==> src/rtl/ddr_read_arbiter.sv <==
// ddr_read_arbiter
// Two-port read arbiter in front of a DDR controller. Port 0 (display fetch)
// normally wins; port 1 (drawing engine) is forced through after
// STARVE_LIMIT consecutive port-0 wins while it was waiting. All handshakes
// (both requesters and the DDR controller) are 4-phase req/ack. A read that
// is never acknowledged is abandoned after TIMEOUT cycles, the requester is
// still completed (with its old data) and a sticky error flag is raised.
module ddr_read_arbiter #(
   parameter int STARVE_LIMIT = 4,
   parameter int TIMEOUT      = 255
) (
   input  logic        clk,
   input  logic        rst,
   input  logic        req0,
   input  logic [23:0] addr0,
   output logic        ack0,
   output logic [15:0] data0,
   input  logic        req1,
   input  logic [23:0] addr1,
   output logic        ack1,
   output logic [15:0] data1,
   output logic        ddrRead,
   output logic [23:0] ddrReadAddress,
   input  logic        ddrReadAcknowledge,
   input  logic [15:0] ddrReadData,
   output logic [1:0]  grant,
   output logic        busy,
   output logic        timeoutError
);

   localparam int               WAIT_W     = (TIMEOUT < 2) ? 1 : $clog2(TIMEOUT + 1);
   localparam logic [2:0]        STARVE_MAX = 3'(STARVE_LIMIT);
   localparam logic [WAIT_W-1:0] WAIT_MAX   = WAIT_W'(TIMEOUT);

   typedef enum logic [1:0] {
      S_IDLE,
      S_ISSUE,
      S_RELEASE,
      S_RESPOND
   } state_t;

   state_t            state_q;
   logic [1:0]        grant_q;
   logic [1:0]        ack_q;
   logic              ddr_read_q;
   logic [23:0]       ddr_addr_q;
   logic              busy_q;
   logic              timeout_q;
   logic [2:0]        starve_q;
   logic [WAIT_W-1:0] wait_q;

   logic              pick1_d;
   logic [2:0]        starve_d;
   logic [WAIT_W-1:0] wait_d;
   logic              wait_done_d;
   logic              granted_req_d;
   logic [1:0]        req_v;
   logic [1:0]        capture_v;

   assign req_v = {req1, req0};

   // Arbitration decision, starvation bookkeeping and ISSUE wait counting
   always_comb begin
      pick1_d  = req1 && (!req0 || (starve_q >= STARVE_MAX));
      starve_d = starve_q;
      if (pick1_d) begin
         starve_d = '0;
      end else if (req0 && req1 && (starve_q < STARVE_MAX)) begin
         starve_d = starve_q + 3'd1;
      end
      wait_d        = wait_q + WAIT_W'(1);
      wait_done_d   = (wait_d == WAIT_MAX);
      granted_req_d = |(grant_q & req_v);
   end

   // A port's data register loads only when the DDR acknowledges its read
   assign capture_v = (state_q == S_ISSUE && ddrReadAcknowledge) ? grant_q : 2'b00;

   // Arbiter FSM with registered outputs
   always_ff @(posedge clk or posedge rst) begin
      if (rst) begin
         state_q    <= S_IDLE;
         grant_q    <= '0;
         ack_q      <= '0;
         ddr_read_q <= 1'b0;
         ddr_addr_q <= '0;
         busy_q     <= 1'b0;
         timeout_q  <= 1'b0;
         starve_q   <= '0;
         wait_q     <= '0;
      end else begin
         case (state_q)
            S_IDLE: begin
               // Addresses are sampled only here; later changes are ignored
               if (req0 || req1) begin
                  grant_q    <= pick1_d ? 2'b10 : 2'b01;
                  ddr_addr_q <= pick1_d ? addr1 : addr0;
                  ddr_read_q <= 1'b1;
                  busy_q     <= 1'b1;
                  wait_q     <= '0;
                  starve_q   <= starve_d;
                  state_q    <= S_ISSUE;
               end
            end
            S_ISSUE: begin
               // A withdrawn request does not abort the read in flight
               if (ddrReadAcknowledge) begin
                  ddr_read_q <= 1'b0;
                  state_q    <= S_RELEASE;
               end else if (wait_done_d) begin
                  ddr_read_q <= 1'b0;
                  timeout_q  <= 1'b1;
                  state_q    <= S_RELEASE;
               end else begin
                  wait_q <= wait_d;
               end
            end
            S_RELEASE: begin
               // Finish the DDR handshake before answering the requester
               if (!ddrReadAcknowledge) begin
                  ack_q   <= grant_q;
                  state_q <= S_RESPOND;
               end
            end
            S_RESPOND: begin
               // ack is always seen for at least one cycle
               if (!granted_req_d) begin
                  ack_q   <= '0;
                  grant_q <= '0;
                  busy_q  <= 1'b0;
                  state_q <= S_IDLE;
               end
            end
            default: begin
               state_q <= S_IDLE;
            end
         endcase
      end
   end

   // Per-port read data registers, holding their value between reads
   genvar gi;
   generate
      for (gi = 0; gi < 2; gi++) begin : g_port
         logic [15:0] data_q;

         // Load read data when this port's DDR read is acknowledged
         always_ff @(posedge clk or posedge rst) begin
            if (rst) begin
               data_q <= '0;
            end else if (capture_v[gi]) begin
               data_q <= ddrReadData;
            end
         end
      end
   endgenerate

   assign data0          = g_port[0].data_q;
   assign data1          = g_port[1].data_q;
   assign ack0           = ack_q[0];
   assign ack1           = ack_q[1];
   assign ddrRead        = ddr_read_q;
   assign ddrReadAddress = ddr_addr_q;
   assign grant          = grant_q;
   assign busy           = busy_q;
   assign timeoutError   = timeout_q;

endmodule
==> config.mk <==
export PLATFORM = sky130hd
export DESIGN_NAME = ddr_read_arbiter
export DESIGN_NICKNAME = d
export VERILOG_FILES = /design/src/rtl/ddr_read_arbiter.sv
export SDC_FILE = /design/constraint.sdc
export NUM_CORES = 1
export LEC_CHECK = 0
export BUFFER_PORTS_ARGS = -buffer_cell sky130_fd_sc_hd__buf_4
export CORE_MARGIN = 1.5
export CORE_UTILIZATION = 34
export CTS_BUF_LIST = sky130_fd_sc_hd__clkbuf_16
export DETAILED_ROUTE_END_ITERATION = 8
export PLACE_DENSITY = 0.7
export SLEW_MARGIN = 30
export SYNTH_ARGS = -nofsm -noshare
export SYNTH_HDL_FRONTEND = slang
export SYNTH_SLANG_ARGS = --single-unit
==> constraint.sdc <==
create_clock -name clk -period 6.95 [get_ports clk]
set_clock_uncertainty 0.15 [all_clocks]
set_input_delay 1.0425 -clock clk [delete_from_list [all_inputs] [get_ports clk]]
set_output_delay 1.0425 -clock clk [all_outputs]
set_load 0.02 [all_outputs]
# --- Word-level counts from Yosys, hierarchy flattened ---
# Index checks and enable logic that the tools add are counted.
classes:
  reduce_logical: 21
  eq_ne: 10
  n_lt_le_gt_ge: 2
  bitwise_logic: 2
  addsub: 2
  mux: 25
ops:
  columns: ["operator", "count"]
  rows:
  - ["24-bit two-way mux", 1]
  - ["8-bit two-way mux", 3]
  - ["2-bit two-way mux", 9]
  - ["8-bit case mux with 2 select lines", 1]
  - ["3-bit AND reduction", 5]
  - ["2-bit inequality test (second input constant)", 5]
  - ["8-bit by 1-bit adder with 8-bit output (second input constant)", 1]
  - ["8-bit equality test (second input constant)", 1]
  - ["2-bit case mux with 2 select lines", 2]
  - ["2-bit case mux with 4 select lines", 1]
  - ["4-bit AND reduction", 2]
  - ["2-bit nonzero test", 4]
  - ["3-bit two-way mux", 2]
  - ["2-bit equality test (second input constant)", 2]
  - ["1-bit logical AND", 4]
  - ["1-bit two-way mux", 4]
  - ["1-bit case mux with 2 select lines", 2]
  - ["3-bit by 1-bit adder with 3-bit output (second input constant)", 1]
  - ["3-bit >= comparator (second input constant)", 1]
  - ["3-bit less-than comparator (second input constant)", 1]
  - ["3-bit inequality test (second input constant)", 1]
  - ["2-bit AND", 1]
  - ["2-bit by 1-bit equality test with 1-bit output (second input constant)", 1]
  - ["2-bit zero test", 1]
  - ["other kinds (5)", 6]
word_totals:
  out_inout_bits: 63
  input_bits: 69
  ff_bits: 76
  wordCells: 73

# --- Logic depth before layout (Yosys ltp) ---
# Gate-level depths: netlist of run 1.
depth:
  ltp_word: 6
  ltp_mapped: 8
  ltp_nobuf: 8

# --- Worst setup path after synthesis of run 1 ---
# Ideal clock, no wire load.
synth_timing:
  path_type: "in2reg"
  startpoint: "in ddrReadAcknowledge"
  endpoint: "reg wait_q[1]"
  t_required_ns: 6.675
  arrival_ns: 2.201
  path_slack_ns: 4.474
  cell_stages: 5
  n_path_buf: 1
  path_cell_list: "clkbuf_1 nand2b_1 a21oi_2 o21a_2 mux2_4"
synth_via:
  elab_chain_len: 2
synth_rtl:
  columns: ["element", "line_no", "rtl"]
  rows:
  - ["from (decl)", "24", "input logic ddrReadAcknowledge,"]
  - ["2-bit inequality test (no line)", null, null]
  - ["4-bit AND reduction (no line)", null, null]
  - ["to (signal assigned)", "115", "wait_q <= wait_d;"]
  - ["to (decl)", "50", "logic [WAIT_W-1:0] wait_q;"]
# Every way passes these cells.
# A chain may end at the register's enable or synchronous reset.

# --- Worst setup path in the final report of run 1 ---
layout_timing:
  startpoint: "in req1"
  endpoint: "reg grant_q[1], in the netlist grant[1]"
layout_via:
  elab_chain_len: 4
layout_rtl:
  columns: ["element", "line_no", "rtl"]
  rows:
  - ["from (decl)", "18", "input logic req1,"]
  - ["2-bit AND / 1-bit logical AND (equally long branches)", "73, 64", null]
  - ["2-bit OR reduction / 2-bit two-way mux (equally long branches)", "73, 96", null]
  - ["2-bit inequality test (no line) / 2-bit two-way mux (equally long branches)", null, null]
  - ["3-bit AND reduction (no line) / 2-bit case mux with 2 select lines (equally long branches)", null, null]
  - ["to (signal assigned)", "96", "grant_q <= pick1_d ? 2'b10 : 2'b01;"]
  - ["to (decl)", "43", "logic [1:0] grant_q;"]
# Parallel ways exist; a longest one is shown, timed or not. The select of a mux whose other input is x is not followed.

==> implementation parameters, run 1 <==
Parameter                              Value

Status
  Run status ... finished, final reports clean

Placed design
  Placement-stage worst setup slack ... 3.89 ns
  Instance area at placement ... 0.00456 sq mm
  Number of buffers added on ports ... between 100 and 150
  Final RePlAce weighted congestion ... 0.767
  Detailed Place HPWL ... 5.82 mm
  Cell count after placement ... 544

Power and ir drop
  Power density normalized to cell area ... 449 mW/mm^2
  Maximum vdd ir drop ... roughly 250 uV
  Total leakage power ... 2.46 nW

Final layout
  Layout cells sized above 1 ... 0.375
  Final design utilization ... 0.496
  Count of antenna diodes in the layout ... 0
  Final-stage net count ... around 500
  Area added between synthesis and finish ... 41.2%
  Final cell count without fillers ... 560
  Filler instances ... 870
  Final Instance Area ... 0.00484 sq mm

Clock network
  CTS max path bufs ... 2
  Post-cts sizing count ... 0
  Skew-Pair Late Insertion Delay ... around 0.33 ns
  Number of H-tree branching levels ... 3
  CTS tree ... yes
  Number of post-CTS setup repair buffers ... 0
  Clock Root Buffer ... clkbuf_16
  Clock sink total ... 76
  Hold-fix buffers, CTS ... 0
  Number of clock buffers inserted by TritonCTS ... 9
  Clock-pin slew reported for the worst setup and hold paths after clock tree synthesis ... 0.06 ns

Worst hold path
  HP Class ... reg -> reg
  Startpoint of the tightest hold check path ... ddrReadAddress[17]

Synth
  Number of cells produced by synthesis ... slightly below 300
  Adder-cell share of the synthesized area ... 0.0292
  Number of flops mapped to enable cells by yosys ... 0
  Prevailing post-synth register cell ... dfrtp_1
  Largest family of logic cells by synthesized area ... multiplexers
  Biggest area consumer among synthesized cells ... dfrtp_1
  Share of synthesized area occupied by flip-flops and latches ... 0.555
  Count of state elements after synthesis ... 76
  Post-synthesis average cell area ... 11.9 sq um
  Post-synthesis simple-gate area fraction ... 0.0865
  Proportion of netlist area held by the largest area contributor ... 0.555
  Total of warnings raised by yosys ... 0
  Share of flip-flops with an asynchronous set or reset after synthesis ... 1.00
  Area share of xor/xnor cells in the synthesized design ... 0.00255
  Count of distinct cell types in the synthesized netlist ... 40
  Leading cell types by total area after synthesis ... dfrtp_1 (55%), mux2_1 (11%), mux2i_1 (7.0%)
  Most common cell in the synthesized netlist ... dfrtp_1
  Syn nets ... 366
  Top cells by count, synth ... dfrtp_1 (76), nand2_1 (35), mux2_1 (33), o21ai_1 (27), mux2i_1 (24)
  Total standard cell area after synthesis ... 0.00343 sq mm
  Share of synthesized area spent on multiplexers ... 0.189
  Share of the synthesized area in compound gates (AO/OA/AOI/OAI) ... 0.117

Global route
  GR met1 Demand/Resource ... 0.176
  GR met2 Demand/Resource ... 0.245
  Number of antenna violations at the first check in global routing ... 0
  Global-route wire length before repair ... 11.8 mm
  GRT Resource Usage Total ... 0.144
  Via count of the first global-routing pass ... 2457
  Maximum number of pins on one net before global-route repair ... 77
  Layer carrying the most global-route usage ... met2
  Met3 usage ... 0.0410
  Overflow after GRT ... 0

Detailed routing
  Post-detailed-route DRC marker count ... 0
  Mean routed wirelength per cell ... around 14 microns
  ANT nets after route ... 0
  1st-iter DRT viols ... 137
  Routed via count ... 2729
  Total wire length ... 7.81 mm
  Via/cell ratio ... 4.87
  Number of search-and-repair iterations in the first detailed-routing pass ... 4

Timing
  Post-layout worst setup margin ... 4.22 ns
  Worst Tran Pin Value ... 0.890 ns
  Share of the cycle needed by the critical path after routing ... 0.393
  Maximum clock rate ... 366 MHz
  Shortest clock period the worst path allows after layout ... 2.73 ns
  Setup TNS Final ... 0 ns
  Setup repair after global routing missed its margin ... false
  Hold Vio Cnt, Final ... 0
  Number of setup violations in the final report ... 0
  Number of pins exceeding their max-slew limit in the final report ... 0
  Worst slew margin ... 0.405

Die
  Std-Cell Core Area ... about 0.0098 sq mm
  Area of the die ... 0.0107 sq mm
  Die height ... 103 microns
  Initial standard-cell utilization of the core ... 0.351
  Count of standard-cell rows ... 36
  Horizontal die dimension ... between 100 and 150 microns
  I/O pin cnt ... approximately 130

Critical path
  Arrival time worst endpoint ... 2.80 ns
  CP Launch Type ... primary input
  Critical path class ... in -> reg
  Start of the worst register-to-register path ... state_q[0]
  Start point of the critical path ... req1
  CP Data Required Time ... approximately 7.0 ns
  Critical-path maximum fanout ... 34
  Worst Setup End Kind ... flop

Run
  Reported max-cap violation count ... 0
[path summary, 6_finish.rpt]
kind | end | slack (ns) | depth (start not counted)
max in group asynchronous | ack_q[0] | 5.45 | 3
hold reg to reg | ddrReadAddress[17] | 0.33 | 2
min in group asynchronous | data1[4] | 0.75 | 3
setup / recovery | grant[1] | 4.22 | 7
setup reg to reg | grant[1] | 4.34 | 7
hold / removal | ddrReadAddress[17] | 0.33 | 2
[kinds of logic (layout without fill, tap and decap cells)]
kind of cell    count (synthesis)  count (layout)
fa+ha+maj                       8               8
xor+xnor                        1               1
buf+inv                        19             157
mux                            60              60
simple gates                   64              64
flops                          76              76
compound gates                 61              61
[power breakdown]
group	leakage, nW	internal (W)	switching (W)	total, W
sequential	0.959	0.000641	0.000130	0.000772
clock	0.126	0.000246	0.000188	0.000434
combinational	1.37	0.000432	0.000537	0.000969
[per-layer routing]
layer,vias to the layer above,wire (microns)
met5,-,0
met4,0,89
li1,1304,-
met1,1313,3300
met2,101,3920
met3,11,505
[cells in the final DEF, fill, tap and decap left out, types with 2 or more instances in the layout]
cell	netlist	final
dfrtp_1	76	76
nor2_1	7	7
nand2_1	35	35
mux2i_1	24	24
clkbuf_16	0	9
clkinvlp_4	0	4
ha_1	8	8
a31oi_1	9	9
nand2b_1	5	5
mux2_2	2	2
and3_1	3	3
o21ai_1	27	27
mux2_1	33	33
a21oi_1	3	3
buf_4	0	133
nand3_1	7	7
a22o_1	7	7
inv_1	7	6
o21a_1	2	2
[final cells by class]
| cell class | count | area [sq um] | area share |
|---|---|---|---|
| Inverter | 7 | 26.3 | 0.00542 |
| Timing Repair Buffer | 134 | 1010 | 0.208 |
| Sequential cell | 76 | 1900 | 0.393 |
| Clock inverter | 7 | 58.8 | 0.0121 |
| Multi-Input combinational cell | 194 | 1460 | 0.300 |
| Tap cell | 133 | 166 | 0.0344 |
| Clock buffer | 9 | 225 | 0.0465 |
[registers in the layout, summed over array words and instances, names as in the netlist]
| register | flops |
|---|---|
| wait_q | 8 |
| ddrRead | 1 |
| starve_q | 3 |
| data1 | 16 |
| busy | 1 |
| state_q | 2 |
| ddrReadAddress | 24 |
| timeoutError | 1 |
| grant | 2 |
| data0 | 16 |
| ack_q | 2 |
[metrics by stage]
stage | power, W | hold WS (ns)
4_1_cts | 0.00220 | 0.341
2_1_floorplan | 0.00133 | 0.314
6_report | 0.00217 | 0.334
3_3_place_gp | 0.00172 | 0.319
3_5_place_dp | 0.00176 | 0.326
5_1_grt | 0.00233 | 0.354
[worst max-delay path: stages]
cell and delay [ns]:
buf_4 0.13, nor2_1 0.09, nand2_1 0.24, nand2_1 0.50
buf_4 0.41, nor2_1 0.12, a32o_1 0.27
Note: power is estimated with default switching activity, not from simulation.
==> inputs of run 2 (changes only) <==
- PLACE_DENSITY: 0.7 -> 0.72
- clock period: 6.95 -> 2.35 ns (I/O delays scaled with it)
==> run 2 against run 1 <==
Compared with the run above: the flow now finishes with violations (negative hold slack); largest cell class unchanged; critical endpoint is now state_q[0]; largest power group unchanged; global-route usage is 0.29 points higher; die area unchanged; count of clock-buffer cells in the layout stayed put; power grew to 3.0 times the previous value.
==> implementation parameters, run 2 (synthesized netlist as in run 1, its figures left out) <==
Parameter                              Value

Status
  Run status ... complete, but fails checks
  Violated checks ... negative hold slack

Placed design
  Cell count after placement ... 550
  Number of buffers added on ports ... 131
  Instance area at placement ... 0.00463 sq mm
  Detailed Place HPWL ... 5.80 mm
  Final RePlAce weighted congestion ... 0.830

Critical path
  Arrival time worst endpoint ... 2.33 ns
  Start point of the critical path ... wait_q[0]
  Reg2Reg Capture Point ... state_q[0]
  Delay-heaviest family, CP ... simple AND/OR/NAND/NOR gates
  WP buf/inv ... 1
  Delay of the slowest cell on the worst path ... between 0.4 and 0.5 ns
  Start of the worst register-to-register path ... wait_q[0]
  Cells on worst reg2reg path ... 8
  Critical-path maximum fanout ... 5
  CP Data Required Time ... 2.41 ns
  CP Launch Type ... flop
  Ordered cell list for the critical path ... inv_2 > ha_4 > nand3_4 > or3b_4 > o22ai_4 > a21oi_4 > or4_1 > o21a_1
  Critical path class ... reg -> reg
  Cell with the largest stage delay on the worst path ... or4_1
  Worst Setup End Kind ... flop
  Worst reg-to-reg setup slack ... 0.08 ns

Timing
  Number of setup violations in the final report ... 0
  Maximum clock rate ... 441 MHz
  Shortest clock period the worst path allows after layout ... 2.27 ns
  Worst slew margin ... 0.529
  Number of pins exceeding their max-slew limit in the final report ... 0
  Worst Tran Pin Value ... between 0.7 and 0.8 ns
  Share of the cycle needed by the critical path after routing ... 0.965
  Setup TNS Final ... 0 ns
  Hold_ws ... -0.000940 ns
  Hold Vio Cnt, Final ... 1

Detailed routing
  Routed via count ... 2748
  Mean routed wirelength per cell ... 13.8 microns
  Number of search-and-repair iterations in the first detailed-routing pass ... 4
  ANT nets after route ... 0
  Via/cell ratio ... slightly below 5
  1st-iter DRT viols ... between 90 and 100
  Post-detailed-route DRC marker count ... 0
  Total wire length ... 7.88 mm

Final layout
  Area added between synthesis and finish ... 45.3%
  Leading cell type in the layout, fill and taps excluded ... buf_4
  Final cell count without fillers ... 570
  Final-stage net count ... 509
  Layout cells sized above 1 ... 0.398
  Most frequent cells in the layout ... buf_4 (142), dfrtp_1 (75), nand2_1 (35), mux2_1 (33), o21ai_1 (27)
  Final Instance Area ... approximately 0.005 sq mm
  Count of antenna diodes in the layout ... 0
  Number of flip-flops in the largest register ... 24

Power and ir drop
  Switching Share ... 0.385
  Internal power summed over all cells ... between 0.003 and 0.004 W
  Share of power burned in registers ... 0.348
  Total leakage power ... ~2.5 nW
  Share of total power in the clock network ... 0.188
  Combinational group share of total power ... 0.464
  Switching Power ... 0.00250 W
  Power density normalized to cell area ... roughly 1300 mW/mm^2
  Maximum vdd ir drop ... around 650 uV
  Overall power after layout ... 0.00649 W

Die
  Count of standard-cell rows ... 36
  Die height ... 103 microns
  I/O pin cnt ... approximately 130
  Horizontal die dimension ... between 100 and 150 microns
  Area of the die ... 0.0107 sq mm
  Initial standard-cell utilization of the core ... 0.351
  Std-Cell Core Area ... 0.00977 sq mm

Global route
  Overflow after GRT ... 0
  GRT Resource Usage Total ... 0.147
  Global-route wire length before repair ... 12.3 mm
  Maximum number of pins on one net before global-route repair ... 49
  Number of antenna violations at the first check in global routing ... 0
  Via count of the first global-routing pass ... 2673

Run
  Reported max-cap violation count ... 0

Clock network
  Skew-Pair Late Insertion Delay ... 0.32 ns
  Clock-pin slew reported for the worst setup and hold paths after clock tree synthesis ... 0.06 ns
  CTS tree ... yes
  Number of H-tree branching levels ... 3
  Clock sink total ... 76
  Clock Root Buffer ... clkbuf_16
  CTS max path bufs ... 2
  Number of clock buffers inserted by TritonCTS ... 9

Worst hold path
  HP Class ... in -> async
==> run 2: power groups by stage <==
stage                     logic [W]  registers (W)  clock network (W)
after floorplan             0.00108        0.00286                  0
after global placement      0.00291        0.00225                  0
after detailed placement    0.00299        0.00227                  0
after CTS                   0.00300        0.00226            0.00127
after global routing        0.00328        0.00234            0.00133
final                       0.00301        0.00226            0.00122
==> run 2: routing by layer <==
metal  track usage  share of wire
met1         0.176           0.41
met5             0              0
met4        0.0353          0.013
met2         0.260           0.51
met3        0.0417          0.066
==> run 2: cell type report <==
cell class	count	area [sq um]
sequential	76	1900
timing repair buffer	144	1110
multi-input combinational	194	1510
inverter	7	30.0
fill	877	4790
clock buffer	9	225
tap	133	166
clock inverter	7	43.8
==> run 2: worst max path at each step <==
stage                       endpoint  slack (ns)  depth (start not counted)
after global placement    state_q[0]        0.10                          8
final                     state_q[0]        0.08                          8
after global routing      state_q[0]       -0.01                          6
after detailed placement  state_q[1]       -0.01                          8
after floorplan           state_q[1]        0.12                          8
after CTS                 state_q[0]       0.003                          8
==> run 2: timing repair <==
item / in CTS / in global routing
endpoints found under the setup margin: 2 / 7
pin swaps: 2 / 3
gates cloned: 0 / 0
resized for setup: 4 / 6
hold endpoints to repair: 0 / 0
hold buffers: 0 / 0
buffers inserted: 1 / 3
==> run 2: through the flow <==
stage | setup WS, ns | util
after floorplan | 0.125 | -
after global placement | 0.103 | 0.474
after global routing | -0.0135 | 0.510
after CTS | 0.00272 | 0.504
after detailed placement | -0.0129 | 0.474
final | 0.0825 | 0.510
==> inputs of run 3 (changes only) <==
- BUFFER_PORTS_ARGS: -buffer_cell sky130_fd_sc_hd__buf_4 -> -buffer_cell sky130_fd_sc_hd__buf_2
==> run 3 against run 2 <==
Compared with the run above: the flow still finishes with violations (negative hold slack); cell count unchanged; fmax shrank 0.63%; worst setup slack worse by 0.014 ns; core utilization shrank 3.3 points; sequential cell count unchanged; count of clock-buffer cells in the layout is the same; worst hold slack lost 0.011 ns; register-to-register slack is essentially flat; wire length shrank 3.1%; die area is the same; power shrank 4.0%; clock power increased by 9.8%.
==> implementation parameters, run 3 (synthesized netlist as in run 1, its figures left out) <==
Parameter                              Value

Power and ir drop
  Power density normalized to cell area ... 1340 mW/mm^2
  Share of total power in the clock network ... 0.215
  Total leakage power ... roughly 2.4 nW
  Overall power after layout ... 0.00623 W
  Switching Share ... 0.395
  Internal power summed over all cells ... ~0.0038 W
  Maximum vdd ir drop ... 547 uV
  Switching Power ... 0.00246 W
  Share of power burned in registers ... 0.360
  Combinational group share of total power ... 0.425

Timing
  Maximum clock rate ... 438 MHz
  Shortest clock period the worst path allows after layout ... 2.28 ns
  Number of setup violations in the final report ... 0
  Number of pins exceeding their max-slew limit in the final report ... 0
  Hold Vio Cnt, Final ... 32
  Worst slew margin ... 0.529
  Worst Tran Pin Value ... between 0.7 and 0.8 ns
  Hold_ws ... -0.0118 ns
  Share of the cycle needed by the critical path after routing ... 0.971

Final layout
  Register cell area after layout ... 0.00190 sq mm
  Most frequent cells in the layout ... buf_2 (131), dfrtp_1 (75), nand2_1 (35), mux2_1 (33), o21ai_1 (27)
  Area added between synthesis and finish ... 35.8%
  Leading cell type in the layout, fill and taps excluded ... buf_2
  Number of flip-flops in the largest register ... 24
  Area of the multi-input gates ... 0.00149 sq mm
  Final-stage net count ... 509
  Filler instances ... 899
  Layout cells sized above 1 ... 0.400
  Count of antenna diodes in the layout ... 0

Detailed routing
  ANT nets after route ... 0
  Mean routed wirelength per cell ... 13.4 microns
  Routed via count ... 2717
  1st-iter DRT viols ... 127
  Via/cell ratio ... 4.77
  Post-detailed-route DRC marker count ... 0
  Number of search-and-repair iterations in the first detailed-routing pass ... 4
  Total wire length ... 7.63 mm

Die
  Area of the die ... roughly 0.011 sq mm
  I/O pin cnt ... 132
  Die height ... around 100 microns
  Initial standard-cell utilization of the core ... 0.351
  Std-Cell Core Area ... roughly 0.0098 sq mm
  Horizontal die dimension ... 103 microns
  Count of standard-cell rows ... 36

Status
  Run status ... complete, but fails checks
  Violated checks ... negative hold slack

Clock network
  CTS tree ... yes
  CTS max path bufs ... 2
  Skew-Pair Late Insertion Delay ... 0.32 ns
  Clock Root Buffer ... clkbuf_16
  Number of clock buffers inserted by TritonCTS ... 9
  Clock-pin slew reported for the worst setup and hold paths after clock tree synthesis ... 0.06 ns
  Hold-fix buffers, CTS ... 0
  Clock sink total ... 76
  Number of H-tree branching levels ... 3

Worst hold path
  HP Class ... in -> async

Global route
  Overflow after GRT ... 0
  Via count of the first global-routing pass ... 2499
  GRT Resource Usage Total ... 0.144
  Maximum number of pins on one net before global-route repair ... 49
  Global-route wire length before repair ... 11.9 mm
  Number of antenna violations at the first check in global routing ... 0

Run
  Reported max-cap violation count ... 0

Critical path
  Arrival time worst endpoint ... 2.35 ns
  CP Launch Type ... flop
  Critical path class ... reg -> reg
  Worst Setup End Kind ... flop
  Critical-path maximum fanout ... 7
  CP Data Required Time ... 2.41 ns
  Start point of the critical path ... wait_q[0]
  Start of the worst register-to-register path ... wait_q[0]

Placed design
  Detailed Place HPWL ... 5.56 mm
  Number of buffers added on ports ... 131
  Final RePlAce weighted congestion ... 0.810
==> run 3: cell types whose count changed in the layout (fill, tap and decap cells not counted) <==
cell and delta:
ha_1 -1, buf_4 -131, o21a_2 +1, ha_2 +1, bufinv_16 +1, o21a_4 -1
a31oi_4 -1, a31oi_2 +1, clkinv_2 -1, buf_2 +131, clkinv_4 -1, clkinvlp_4 +1
nand3_4 -1, nand3_2 +1
==> run 3: worst max-delay path: stages, from the launching register on <==
cell	delay, ns
dfrtp_1	0.41
inv_2	0.11
ha_4	0.14
nand3_2	0.07
or3b_4	0.41
o22ai_4	0.16
a21oi_4	0.11
or4_1	0.49
o21a_1	0.12
==> run 3: path summary, 6_finish.rpt <==
path	endpoint	cells past startpoint	slack, ns
max in group asynchronous	ddrReadAddress[13]	3	1.42
worst min-delay path	data1[4]	2	-0.01
worst max register to register	state_q[0]	8	0.07
worst min register to register	busy	1	0.33
worst max-delay path	state_q[0]	8	0.07
min in group clk	data0[13]	2	0.10
==> run 3: power groups by stage <==
stage          Combinational (W)  Sequential, W  Clock [W]
2_1_floorplan            0.00108        0.00286          0
3_3_place_gp             0.00258        0.00223          0
3_5_place_dp             0.00264        0.00226          0
4_1_cts                  0.00264        0.00224    0.00138
5_1_grt                  0.00293        0.00233    0.00145
6_report                 0.00265        0.00224    0.00134
==> run 3: routing by layer <==
metal  track usage  share of wire  vias up
met5             0              0        -
met4        0.0457          0.012        0
met3        0.0356          0.064       10
met2         0.239           0.48       98
met1         0.184           0.44     1289
li1              -              -     1320
==> run 3: stage by stage <==
stage,instances,worst slack (ns),TNS [ns],utilization,cell area [sq um]
after floorplan,289,0.125,0,-,3430
final,570,0.0681,0,0.477,4660
after global routing,570,-0.0139,-0.0139,0.477,4660
after detailed placement,550,0.0255,0,0.440,4300
after global placement,550,0.0992,0,0.440,4300
after CTS,566,0.0336,0,0.470,4600
==> run 3: layout make-up <==
class	instances	share of cell area
Clock inverter	7	0.0145
Sequential cell	76	0.409
Multi-Input combinational cell	194	0.319
Timing Repair Buffer	144	0.167
Clock buffer	9	0.0483
Tap cell	133	0.0357
Inverter	7	0.00645
==> run 3: repair_timing <==
action | in CTS | in global routing
gates resized for setup | 1 | 7
pin swaps | 0 | 4
buffers inserted | 0 | 4
endpoints found under the setup margin | 1 | 8
